$ cat config.mk
export PLATFORM = sky130hd
export DESIGN_NAME = color_match_judge
export DESIGN_NICKNAME = d
export VERILOG_FILES = /design/src/rtl/color_pkg.sv /design/src/rtl/plat_color_sel.sv /design/src/rtl/color_match_judge.sv
export SDC_FILE = /design/constraint.sdc
export NUM_CORES = 1
export LEC_CHECK = 0
export ABC_AREA = 0
export ABC_CLOCK_PERIOD_IN_PS = 3800
export CAP_MARGIN = 15
export CORE_ASPECT_RATIO = 0.7
export CORE_UTILIZATION = 37
export CTS_BUF_LIST = sky130_fd_sc_hd__clkbuf_16
export CTS_CLUSTER_SIZE = 14
export DETAILED_ROUTE_END_ITERATION = 10
export PLACE_DENSITY = 0.63
export SLEW_MARGIN = 5
export SYNTH_ARGS = -nofsm -noshare
export SYNTH_HDL_FRONTEND = slang
export SYNTH_SLANG_ARGS = --single-unit
$ cat constraint.sdc
create_clock -name clk -period 3.8 [get_ports clk]
set_clock_uncertainty 0.05 [all_clocks]
set_input_delay 0.57 -clock clk [delete_from_list [all_inputs] [get_ports clk]]
set_output_delay 0.57 -clock clk [all_outputs]
set_load 0.03 [all_outputs]
$ cat src/rtl/color_pkg.sv
// Shared types and constants for the colour-match round controller and its draw-side helpers.
package color_pkg;

    localparam int unsigned COLOR_W   = 3;
    localparam int unsigned NUM_PLATS = 4;
    localparam int unsigned PLATS_W   = COLOR_W * NUM_PLATS;
    localparam int unsigned IDX_W     = 2;
    localparam int unsigned LIVES_W   = 2;

    localparam logic [COLOR_W-1:0] COLOR_BLACK = 3'b000;

    typedef enum logic [2:0] {
        ST_IDLE,
        ST_REQ,
        ST_LOAD,
        ST_WAIT_LAND,
        ST_JUDGE,
        ST_OVER
    } state_t;

endpackage

$ cat src/rtl/plat_color_sel.sv
// Picks one platform's 3-bit colour out of the packed 12-bit platform word.
module plat_color_sel
    import color_pkg::*;
(
    input  logic [PLATS_W-1:0] plats,
    input  logic [IDX_W-1:0]   idx,
    output logic [COLOR_W-1:0] sel_color_c
);

    always_comb begin
        sel_color_c = plats[COLOR_W*32'(idx) +: COLOR_W];
    end

endmodule

$ cat src/rtl/color_match_judge.sv
// Round controller and scorer: requests a colour round, captures it, judges the landing
// platform against the ball colour and keeps score, lives and game-over for display.
module color_match_judge
    import color_pkg::*;
#(
    parameter int unsigned LIVES_INIT = 3,
    parameter int unsigned SCORE_W    = 8
) (
    input  logic                 clk,
    input  logic                 resetn,
    input  logic                 start,
    input  logic [PLATS_W-1:0]   round_colors,
    input  logic [COLOR_W-1:0]   ball_color,
    input  logic                 land_valid,
    input  logic [IDX_W-1:0]     land_plat,
    output logic                 new_round_req,
    output logic                 round_active,
    output logic [PLATS_W-1:0]   cur_plats,
    output logic [COLOR_W-1:0]   cur_ball,
    output logic                 hit,
    output logic                 miss,
    output logic [SCORE_W-1:0]   score,
    output logic [LIVES_W-1:0]   lives,
    output logic                 game_over
);

    localparam logic [LIVES_W-1:0] LIVES_RST = LIVES_W'(LIVES_INIT);
    localparam logic [SCORE_W-1:0] SCORE_MAX = '1;

    state_t               state_q, state_d;
    logic [IDX_W-1:0]     land_plat_q, land_plat_d;
    logic [PLATS_W-1:0]   cur_plats_d;
    logic [COLOR_W-1:0]   cur_ball_d;
    logic [SCORE_W-1:0]   score_d;
    logic [LIVES_W-1:0]   lives_d;
    logic                 hit_d, miss_d;
    logic                 plat_match_c;
    logic                 round_valid_c;
    logic [COLOR_W-1:0]   judge_color_c;

    plat_color_sel u_judge_sel (
        .plats       (cur_plats),
        .idx         (land_plat_q),
        .sel_color_c (judge_color_c)
    );

    // A round is playable only if the ball is coloured and some platform carries that colour.
    always_comb begin
        plat_match_c = 1'b0;
        for (int unsigned i = 0; i < NUM_PLATS; i++) begin
            if (round_colors[i*COLOR_W +: COLOR_W] == ball_color) begin
                plat_match_c = 1'b1;
            end
        end
        round_valid_c = (ball_color != COLOR_BLACK) && plat_match_c;
    end

    always_comb begin
        state_d     = state_q;
        land_plat_d = land_plat_q;
        cur_plats_d = cur_plats;
        cur_ball_d  = cur_ball;
        score_d     = score;
        lives_d     = lives;
        hit_d       = 1'b0;
        miss_d      = 1'b0;

        case (state_q)
            ST_IDLE, ST_OVER: begin
                if (start) begin
                    score_d = '0;
                    lives_d = LIVES_RST;
                    state_d = ST_REQ;
                end
            end
            ST_REQ: begin
                state_d = ST_LOAD;
            end
            ST_LOAD: begin
                cur_plats_d = round_colors;
                cur_ball_d  = ball_color;
                state_d     = round_valid_c ? ST_WAIT_LAND : ST_REQ;
            end
            ST_WAIT_LAND: begin
                if (land_valid) begin
                    land_plat_d = land_plat;
                    state_d     = ST_JUDGE;
                end
            end
            ST_JUDGE: begin
                if (judge_color_c == cur_ball) begin
                    hit_d   = 1'b1;
                    state_d = ST_REQ;
                    if (score != SCORE_MAX) begin
                        score_d = score + SCORE_W'(1);
                    end
                end else begin
                    miss_d  = 1'b1;
                    lives_d = lives - LIVES_W'(1);
                    state_d = (lives == LIVES_W'(1)) ? ST_OVER : ST_REQ;
                end
            end
            default: begin
                state_d = ST_IDLE;
            end
        endcase
    end

    // Flags are registered from the next state so they line up with the state they describe.
    always_ff @(posedge clk or negedge resetn) begin
        if (!resetn) begin
            state_q       <= ST_IDLE;
            land_plat_q   <= '0;
            cur_plats     <= '0;
            cur_ball      <= '0;
            score         <= '0;
            lives         <= LIVES_RST;
            hit           <= 1'b0;
            miss          <= 1'b0;
            new_round_req <= 1'b0;
            round_active  <= 1'b0;
            game_over     <= 1'b0;
        end else begin
            state_q       <= state_d;
            land_plat_q   <= land_plat_d;
            cur_plats     <= cur_plats_d;
            cur_ball      <= cur_ball_d;
            score         <= score_d;
            lives         <= lives_d;
            hit           <= hit_d;
            miss          <= miss_d;
            new_round_req <= (state_d == ST_REQ);
            round_active  <= (state_d == ST_WAIT_LAND);
            game_over     <= (state_d == ST_OVER);
        end
    end

endmodule

### After elaboration in Yosys (flattened, before gate mapping)

Index checks and enable logic that the tools add are counted.

| cells by class | value |
|---|---|
| add/sub/neg operators | 2 |
| $mul | 1 |
| eq/ne operators | 19 |
| shift operators | 1 |
| mux-type cells | 21 |
| reduce and logical (&&, ||, !) cells | 8 |

Operators with widths:

| operator | number |
|---|---|
| $mux 8 | 3 |
| $pmux 8 s2 | 1 |
| $eq 3x3->1 | 5 |
| $pmux 3 s5 | 1 |
| $mux 3 | 4 |
| $shiftx 12x5->3 | 1 |
| $eq 3x2->1 const B | 3 |
| $eq 3x3->1 const B | 3 |
| $add 8x1->8 const B | 1 |
| $mux 1 | 8 |
| $ne 2x2->1 const B | 4 |
| $ne 8x8->1 const B | 1 |
| $eq 3x1->1 const B | 2 |
| $mux 2 | 3 |
| $mul 2x2->4 const A | 1 |
| $pmux 2 s2 | 1 |
| $reduce_and 4->1 | 1 |
| $logic_not 3->1 | 1 |
| $reduce_and 3->1 | 1 |
| $reduce_bool 3->1 | 1 |
| $eq 2x1->1 const B | 1 |
| $reduce_and 2->1 | 1 |
| $reduce_bool 2->1 | 1 |
| $reduce_or 2->1 | 1 |
| other kinds (2) | 2 |

| storage, ports and cells | value |
|---|---|
| flip-flop bits (word level) | 35 |
| input port bits | 21 |
| word-level logic and storage cells | 63 |

### Longest topological paths before layout

Gate-level depths: netlist (run 1).

| depth | value |
|---|---|
| depth after elaboration | 9 |
| depth in mapped cells | 8 |

### Cells and area by module

A second synthesis (run 1) with hierarchy kept.

| unflattened totals | value |
|---|---|
| cells, all modules | 154 |
| area, all modules | 1,815.5 sq um |

Modules (own cells, without submodules):

| module | instances | cells an instance | area each (sq um) | sequential area each (sq um) |
|---|---|---|---|---|
| color_match_judge | 1 | 151 | 1,736.7 | 878.3 |
| plat_color_sel | 1 | 3 | 78.8 | 0.0 |

### Least setup slack after synthesis (run 1)

Ideal clock, no wire load.

| timing | value |
|---|---|
| kind | register to register |
| from | reg cur_plats[9] |
| to | reg score[6] |
| library setup time | 0.079 ns |
| arrival time | 1.836 ns |
| slack | 1.835 ns |
| stages on the path, launching flop included | 7 |
| buffers on the path | 1 |
| period minus slack after synthesis | 1.965 ns |
| path through | dfrtp_1 -> mux4_2 -> xnor2_2 -> o21ai_2 -> buf_2 -> nor3_1 -> mux2i_1 |

| between the ends | value |
|---|---|
| word-level cells in the longest chain between the ends | 4 |

Ends and longest elaborated chain:

| item | RTL line | text |
|---|---|---|
| start, declared | color_match_judge.sv:18 | `output logic [PLATS_W-1:0] cur_plats,` |
| start signal, assigned | color_match_judge.sv:126 | `cur_plats <= cur_plats_d;` |
| $shiftx 12x5->3 | plat_color_sel.sv:11 | `sel_color_c = plats[COLOR_W*32'(idx) +: COLOR_W];` |
| $eq 3x3->1 | color_match_judge.sv:91 | `if (judge_color_c == cur_ball) begin` |
| $ne 2x2->1 (no line) | - |  |
| $reduce_and 4->1 (no line) | - |  |
| end signal, assigned | color_match_judge.sv:128 | `score <= score_d;` |
| end, declared | color_match_judge.sv:22 | `output logic [SCORE_W-1:0] score,` |

Every way passes these cells.
A chain may end at the register's enable or synchronous reset.

### Worst setup path in the final report (run 1)

| timing | value |
|---|---|
| from | reg land_plat_q[1] |
| to | reg game_over |

| between the ends | value |
|---|---|
| word-level cells in the longest chain between the ends | 6 |

Ends and longest elaborated chain:

| item | RTL line | text |
|---|---|---|
| start, declared | color_match_judge.sv:31 | `logic [IDX_W-1:0] land_plat_q, land_plat_d;` |
| start signal, assigned | color_match_judge.sv:125 | `land_plat_q <= land_plat_d;` |
| $mul 2x2->4 | plat_color_sel.sv:11 |  |
| $shiftx 12x5->3 | plat_color_sel.sv:11 |  |
| $eq 3x3->1 | color_match_judge.sv:91 |  |
| $mux 3 | color_match_judge.sv:91 |  |
| $pmux 3 s5 | color_match_judge.sv:68 | `case (state_q)` |
| via state_d[2] | color_match_judge.sv:30 | `state_t state_q, state_d;` |
| $eq 3x3->1 | color_match_judge.sv:134 | `game_over <= (state_d == ST_OVER);` |
| end signal, assigned | color_match_judge.sv:134 |  |
| end, declared | color_match_judge.sv:24 | `output logic game_over` |

The timed path passes the listed nets, and every way through them passes these cells.

==> results of run 1 <==
==> cell usage after synthesis, types with 3 or more instances <==
cell type / count / area share (%)
sky130_fd_sc_hd__nor3_1: 5 / 1.3
sky130_fd_sc_hd__mux2i_1: 6 / 3.2
sky130_fd_sc_hd__clkbuf_1: 4 / 0.81
sky130_fd_sc_hd__xor2_1: 5 / 2.4
sky130_fd_sc_hd__o21ai_0: 3 / 0.81
sky130_fd_sc_hd__or4_1: 4 / 1.6
sky130_fd_sc_hd__and3_1: 4 / 1.3
sky130_fd_sc_hd__and2_1: 3 / 1.0
sky130_fd_sc_hd__dfrtp_1: 33 / 45
sky130_fd_sc_hd__xnor2_1: 11 / 5.2
sky130_fd_sc_hd__nor2_1: 3 / 0.61
sky130_fd_sc_hd__mux2_2: 17 / 10
sky130_fd_sc_hd__nand2_1: 12 / 2.4
sky130_fd_sc_hd__o211ai_1: 4 / 1.6
sky130_fd_sc_hd__nand3_1: 12 / 3.2
sky130_fd_sc_hd__inv_1: 3 / 0.61
sky130_fd_sc_hd__nand4_1: 3 / 1.0
sky130_fd_sc_hd__buf_2: 3 / 0.81
==> worst min-delay path by stage <==
| stage | to | cells past startpoint | slack [ps] |
|---|---|---|---|
| finish | lives[0] | 1 | 440 |
| global route | lives[0] | 1 | 460 |
| CTS | lives[0] | 1 | 450 |
| detailed placement | lives[0] | 1 | 440 |
| global placement | lives[0] | 1 | 430 |
| floorplan | cur_ball[0] | 0 | 220 |
==> power groups by stage <==
stage / registers (W) / clock network (W) / logic [W]
finish: 0.000658 / 0.000372 / 0.00102
global route: 0.000681 / 0.000404 / 0.00109
CTS: 0.000658 / 0.000386 / 0.00101
detailed placement: 0.000661 / 0 / 0.00101
global placement: 0.000654 / 0 / 0.000995
floorplan: 0.000825 / 0 / 0.000496
==> layer usage <==
layer | wire (um) | part of all wire (%)
met5 | 0 | 0
met4 | 12 | 0.27
met3 | 206 | 4.6
met2 | 2110 | 47
met1 | 2130 | 48
==> stage by stage <==
stage          hold slack [ps]  total power, W  setup slack [ps]  instances  area (um2)
2_1_floorplan              224         0.00132              1830        165        1850
3_3_place_gp               434         0.00165              1490        277        2410
3_5_place_dp               438         0.00167              1420        277        2410
4_1_cts                    445         0.00206              1490        285        2540
5_1_grt                    455         0.00217              1320        286        2550
6_report                   441         0.00205              1520        286        2550
==> area by class of cell <==
type / count / area share (%)
clock inverters: 3 / 0.441
flip-flops and latches: 35 / 34.4
well taps: 69 / 3.38
repair buffers: 52 / 20.3
inverters: 3 / 0.441
multi-input cells: 119 / 36.1
clock buffers: 5 / 4.90
==> registers in the layout, summed over array words and instances (netlist names) <==
name           count
game_over          1
new_round_req      1
miss               1
score              8
state_q            3
lives              2
cur_plats         12
round_active       1
cur_ball           3
land_plat_q        2
hit                1
==> kinds of logic after synthesis <==
| kind of cell | Yosys count | share of synthesized area (%) |
|---|---|---|
| XOR/XNOR | 17 | 8.43 |
| buffers and inverters | 11 | 2.83 |
| adder cells (fa/ha/maj) | 2 | 1.35 |
| multiplexers | 24 | 14.8 |
| AO/OA/AOI/OAI | 20 | 8.37 |
| AND/OR/NAND/NOR | 56 | 16.9 |
| flip-flops | 35 | 47.4 |
==> critical path, cell delays in order, from the launching register on <==
cell and delay (ps):
sky130_fd_sc_hd__dfrtp_1 520, sky130_fd_sc_hd__mux2i_1 270, sky130_fd_sc_hd__xnor2_1 190, sky130_fd_sc_hd__nor3_2 90
sky130_fd_sc_hd__o21ai_2 540, sky130_fd_sc_hd__a32o_1 310, sky130_fd_sc_hd__nor3b_1 200
==> Implementation_results.wiki, run 1 <==
{| class="wikitable"
! Metric !! Value
|-
| Result of the run || finished, final reports clean
|-
| Worst R2R End || game_over
|-
| Maximum fanout along the worst path || 18
|-
| Net load switching power || 0.000820 W
|-
| Data arrival time of the worst path || 2410 ps
|-
| Ys Warns || 0
|-
| Switching part of the total power || 40.1%
|-
| Tightest Hold Check Type || reg -> reg
|-
| GRT Overall Usage || 18.5%
|-
| Gr ovfl total || 0
|-
| Fraction of met1 tracks used by global routing || 25.7%
|-
| Combinational share of power || 49.6%
|-
| Leak Pwr || 1.07 nW
|-
| Layout cells sized above 1 || 15.2%
|-
| Worst-Margin Slew || 644 ps
|-
| Summed instance area of the synthesized netlist || 0.00185 mm2
|-
| Number of hold violations in the final report || 0
|-
| FF-to-FF Start || land_plat_q[1]
|-
| CP Launch Point || land_plat_q[1]
|-
| Area inside the core boundary || 0.00481 mm2
|-
| Width of the chip || 86.6 um
|-
| Post-Route WL || 4.46 mm
|-
| DRC violation count after routing || 0
|-
| CTS tree || built
|-
| Distinct cells, synth || 44
|-
| Number of vias per cell after detailed routing || 5.24
|-
| Number of violations reported at the end of detailed-routing iteration 0 || 53
|-
| Initial core utilization || 38.6%
|-
| Setup repair after global routing missed its margin || no
|-
| Total area of sequential cells || 878 um2
|-
| Avg Synthesized Cell Area || 11.2 um2
|-
| Cells after Synth || 165
|-
| Clock insertion delay at the later pin of the skew report || 270 ps
|-
| Longest Clk Path Bufs || 2
|-
| Number of enable-type register cells in the synthesized netlist || 0
|-
| Count of filler cells inserted in the layout || 440
|-
| Power per Cell Area || 801 mW/mm2
|-
| Total setup buffers inserted after CTS || 0
|-
| Cell-internal power || 0.00122 W
|-
| Post-route clock period utilization || 59.9%
|-
| Crit path capture || game_over
|-
| Total of max-cap violations || 0
|-
| Setup violators final || 0
|-
| Core Util, Final || 53.1%
|-
| Maximum frequency from static timing analysis || 439 MHz
|-
| First-pass DRT Iterations || 4
|-
| Final net count || 239
|-
| Sequential element share of the synthesized area || 47.4%
|-
| Most frequent standard cell in the layout excluding fill and tap cells || sky130_fd_sc_hd__clkdlybuf4s50_1
|-
| Register share of total power || 32.2%
|-
| Commonest cells after routing, fill and taps aside || 50 x sky130_fd_sc_hd__clkdlybuf4s50_1, 33 x sky130_fd_sc_hd__dfrtp_1, 17 x sky130_fd_sc_hd__mux2_2
|-
| Footprint of the multi-input gates || 923 um2
|-
| Critical path launch point type || flop
|-
| Worst-path clk slew || 50 ps
|-
| Routability congestion estimate from global placement || 0.817
|-
| Portion of total power attributed to the clock network || 18.2%
|-
| Required time of the critical path || 3930 ps
|-
| Clock tree sinks || 35
|-
| Die outline height || 61.2 um
|-
| Hold path start || lives[0]
|-
| Number of global-route vias before repair || 1449
|-
| Endpoint class of the critical path || flop
|-
| Slew headroom || 57.1%
|-
| Residual antenna-violating net count after detailed routing || 0
|-
| Count of final max-slew check failures || 0
|-
| Clock H-tree levels || 2
|-
| Met2 capacity usage during global routing || 28.8%
|-
| I/O pin count || 51
|-
| Met3 Track Usage GR || 4.83%
|-
| Number of flip-flops and latches in the synthesized netlist || 35
|-
| Count of port buffers added during placement || 50
|-
| Vias || 1499
|-
| Post-synthesis async set-or-reset flop share || 100%
|-
| Most used routing layer || met2
|-
| Setup TNS || 0 ps
|-
| Die Outline Area || 0.00530 mm2
|-
| WL per Instance || 15.6 um
|-
| Maximum vdd drop || 0.000255 V
|-
| Count of standard-cell rows || 21
|-
| Antenna violations before repair || 0
|-
| First-pass GRT wire length || 7.28 mm
|-
| Area Growth Syn to Fin || 37.8%
|-
| Clock Tree Root || sky130_fd_sc_hd__clkbuf_16
|-
| Number of buffers added by the clock tree synthesis step || 5
|-
| Net count after synthesis || 188
|-
| CTS resizes || 0
|-
| Largest net degree at the start of global routing || 36
|-
| Number of cell instances on the worst register-to-register path || 6
|-
| Worst Setup Path Type || reg -> reg
|-
| Leading register cell type out of synthesis || sky130_fd_sc_hd__dfrtp_1
|-
| Worst reg2reg setup slack || 1520 ps
|-
| Antenna diode instance count || 0
|-
| Detail Placement HPWL || 3.33 mm
|-
| Hold_buf cts || 0
|-
| Time the worst path needs with I/O delays and setup || 2280 ps
|}
Power figures use the tool's default switching activity.
==> run 2: changes to the inputs <==
- ABC_CLOCK_PERIOD_IN_PS: 3800 -> 2300
- clock period: 3.8 -> 2.3 ns (I/O delays scaled with it)
==> run 2 against run 1 <==
Count of clock-buffer cells in the layout is the same. Routed wire length shrank 2.6%. Via count shrank 3.5%. Sequential cell count is the same.
==> Implementation_results.wiki, run 2 (synthesis gave the netlist of run 1 again) <==
{| class="wikitable"
! Metric !! Value
|-
| Antenna diode instance count || 0
|-
| Endpoint class of the critical path || flop
|-
| Power per Cell Area || 1330 mW/mm2
|-
| Residual antenna-violating net count after detailed routing || 0
|-
| DRC violation count after routing || 0
|-
| Most frequent standard cell in the layout excluding fill and tap cells || sky130_fd_sc_hd__clkdlybuf4s50_1
|-
| Count of final max-slew check failures || 0
|-
| Maximum frequency from static timing analysis || 478 MHz
|-
| CP Launch Point || land_plat_q[0]
|-
| Time the worst path needs with I/O delays and setup || 2090 ps
|-
| Register share of total power || 32.0%
|-
| Vias || 1446
|-
| Routability congestion estimate from global placement || 0.813
|-
| Die Outline Area || 0.00530 mm2
|-
| Count of standard-cell rows || 21
|-
| Width of the chip || 86.6 um
|-
| Number of hold violations in the final report || 0
|-
| Count of port buffers added during placement || 50
|-
| Gr ovfl total || 0
|-
| Clock H-tree levels || 2
|-
| Critical path launch point type || flop
|-
| Number of violations reported at the end of detailed-routing iteration 0 || 99
|-
| Number of vias per cell after detailed routing || 5.04
|-
| Die outline height || 61.2 um
|-
| Combinational share of power || 49.3%
|-
| Worst-path clk slew || 50 ps
|-
| Detail Placement HPWL || 3.26 mm
|-
| Setup TNS || 0 ps
|-
| CTS tree || built
|-
| Leak Pwr || 1.06 nW
|-
| Total of max-cap violations || 0
|-
| Maximum fanout along the worst path || 18
|-
| Setup repair after global routing missed its margin || no
|-
| GRT Overall Usage || 18.3%
|-
| Number of flip-flops under the largest register name || 12
|-
| Worst-Margin Slew || 448 ps
|-
| Registers with the most flip-flops || cur_plats x12, score x8
|-
| Layout cells sized above 1 || 16.1%
|-
| Total area of sequential cells || 878 um2
|-
| Placed Cells || 279
|-
| Clock insertion delay at the later pin of the skew report || 280 ps
|-
| Antenna violations before repair || 0
|-
| First-pass GRT wire length || 7.18 mm
|-
| Overall power || 0.00342 W
|-
| Area Growth Syn to Fin || 38.6%
|-
| First-pass DRT Iterations || 4
|-
| Worst Setup Path Type || reg -> reg
|-
| Portion of total power attributed to the clock network || 18.7%
|-
| Cell-internal power || 0.00204 W
|-
| Data arrival time of the worst path || 2250 ps
|-
| Final net count || 240
|-
| I/O pin count || 51
|-
| Number of buffers added by the clock tree synthesis step || 5
|-
| Hold_buf cts || 0
|-
| Slew headroom || 70.1%
|-
| Result of the run || finished, final reports clean
|-
| Clock tree sinks || 35
|-
| Clock Tree Root || sky130_fd_sc_hd__clkbuf_16
|-
| Largest net degree at the start of global routing || 36
|-
| Number of global-route vias before repair || 1380
|-
| Longest Clk Path Bufs || 2
|-
| Post-route clock period utilization || 91.0%
|-
| Count of filler cells inserted in the layout || 416
|-
| Initial core utilization || 38.6%
|-
| WL per Instance || 15.1 um
|-
| Area inside the core boundary || 0.00481 mm2
|-
| Required time of the critical path || 2460 ps
|-
| Placed Instance Area || 0.00242 mm2
|-
| Most flops, register || cur_plats
|-
| Final standard cell area without fillers || 0.00257 mm2
|-
| Setup violators final || 0
|-
| Total setup buffers inserted after CTS || 0
|-
| FF-to-FF Start || land_plat_q[0]
|-
| Switching part of the total power || 40.4%
|-
| Count of non-filler cells in the finished layout || 287
|-
| Core Util, Final || 53.4%
|-
| Post-Route WL || 4.34 mm
|-
| Commonest cells after routing, fill and taps aside || 50 x sky130_fd_sc_hd__clkdlybuf4s50_1, 33 x sky130_fd_sc_hd__dfrtp_1, 17 x sky130_fd_sc_hd__mux2_2
|-
| Maximum vdd drop || 0.000503 V
|-
| Tightest Hold Check Type || in -> async
|-
| Footprint of the multi-input gates || 931 um2
|-
| Net load switching power || 0.00138 W
|-
| CTS resizes || 0
|}
-- run 2: cell types whose count changed in the layout (fill, tap and decap cells not counted), sizes merged --
cell      before  now
buf            2    3
clkinv         0    2
clkinvlp       0    1
inv            6    3
-- run 2: per-layer routing --
metal / GRT usage [%] / vias up / wire length, um
met5: 0 / - / 0
met4: 7.38 / 0 / 78
met3: 4.29 / 8 / 145
met2: 27.1 / 36 / 1940
met1: 26.3 / 695 / 2180
li1: - / 707 / -
-- run 2: layout make-up --
class,instances,share of cell area (%)
Multi-Input combinational cell,119,36.2
Sequential cell,35,34.2
Timing Repair Buffer,53,20.4
Clock buffer,5,4.87
Tap cell,69,3.36
Clock inverter,3,0.584
Inverter,3,0.438
-- run 2: metrics by stage --
step / hold slack [ps] / setup slack [ps]
CTS: 448 / 122
global placement: 436 / 92.8
detailed placement: 446 / 115
global route: 458 / 91.2
floorplan: -0.591 / 335
finish: 431 / 208
-- run 2: final timing paths --
check / end / slack, ps / cells past startpoint
min reg2reg: lives[0] / 450 / 1
max: score[3] / 210 / 5
max in group asynchronous: lives[1] / 1430 / 2
max reg2reg: score[3] / 210 / 5
min: score[3] / 430 / 2
min in group clk: lives[0] / 450 / 1
-- run 2: critical path: stages, from the launching register on --
cell	delay (ps)
sky130_fd_sc_hd__dfrtp_1	430
sky130_fd_sc_hd__mux4_2	550
sky130_fd_sc_hd__xnor2_2	210
sky130_fd_sc_hd__o21ai_4	170
sky130_fd_sc_hd__or4_1	520
sky130_fd_sc_hd__nand3_1	100
-- run 2: power by group through the flow --
stage | logic (W) | registers, W | clock network, W
2_1_floorplan | 0.000820 | 0.00136 | 0
6_report | 0.00168 | 0.00110 | 0.000641
4_1_cts | 0.00166 | 0.00110 | 0.000655
3_5_place_dp | 0.00166 | 0.00111 | 0
3_3_place_gp | 0.00163 | 0.00110 | 0
5_1_grt | 0.00179 | 0.00113 | 0.000689
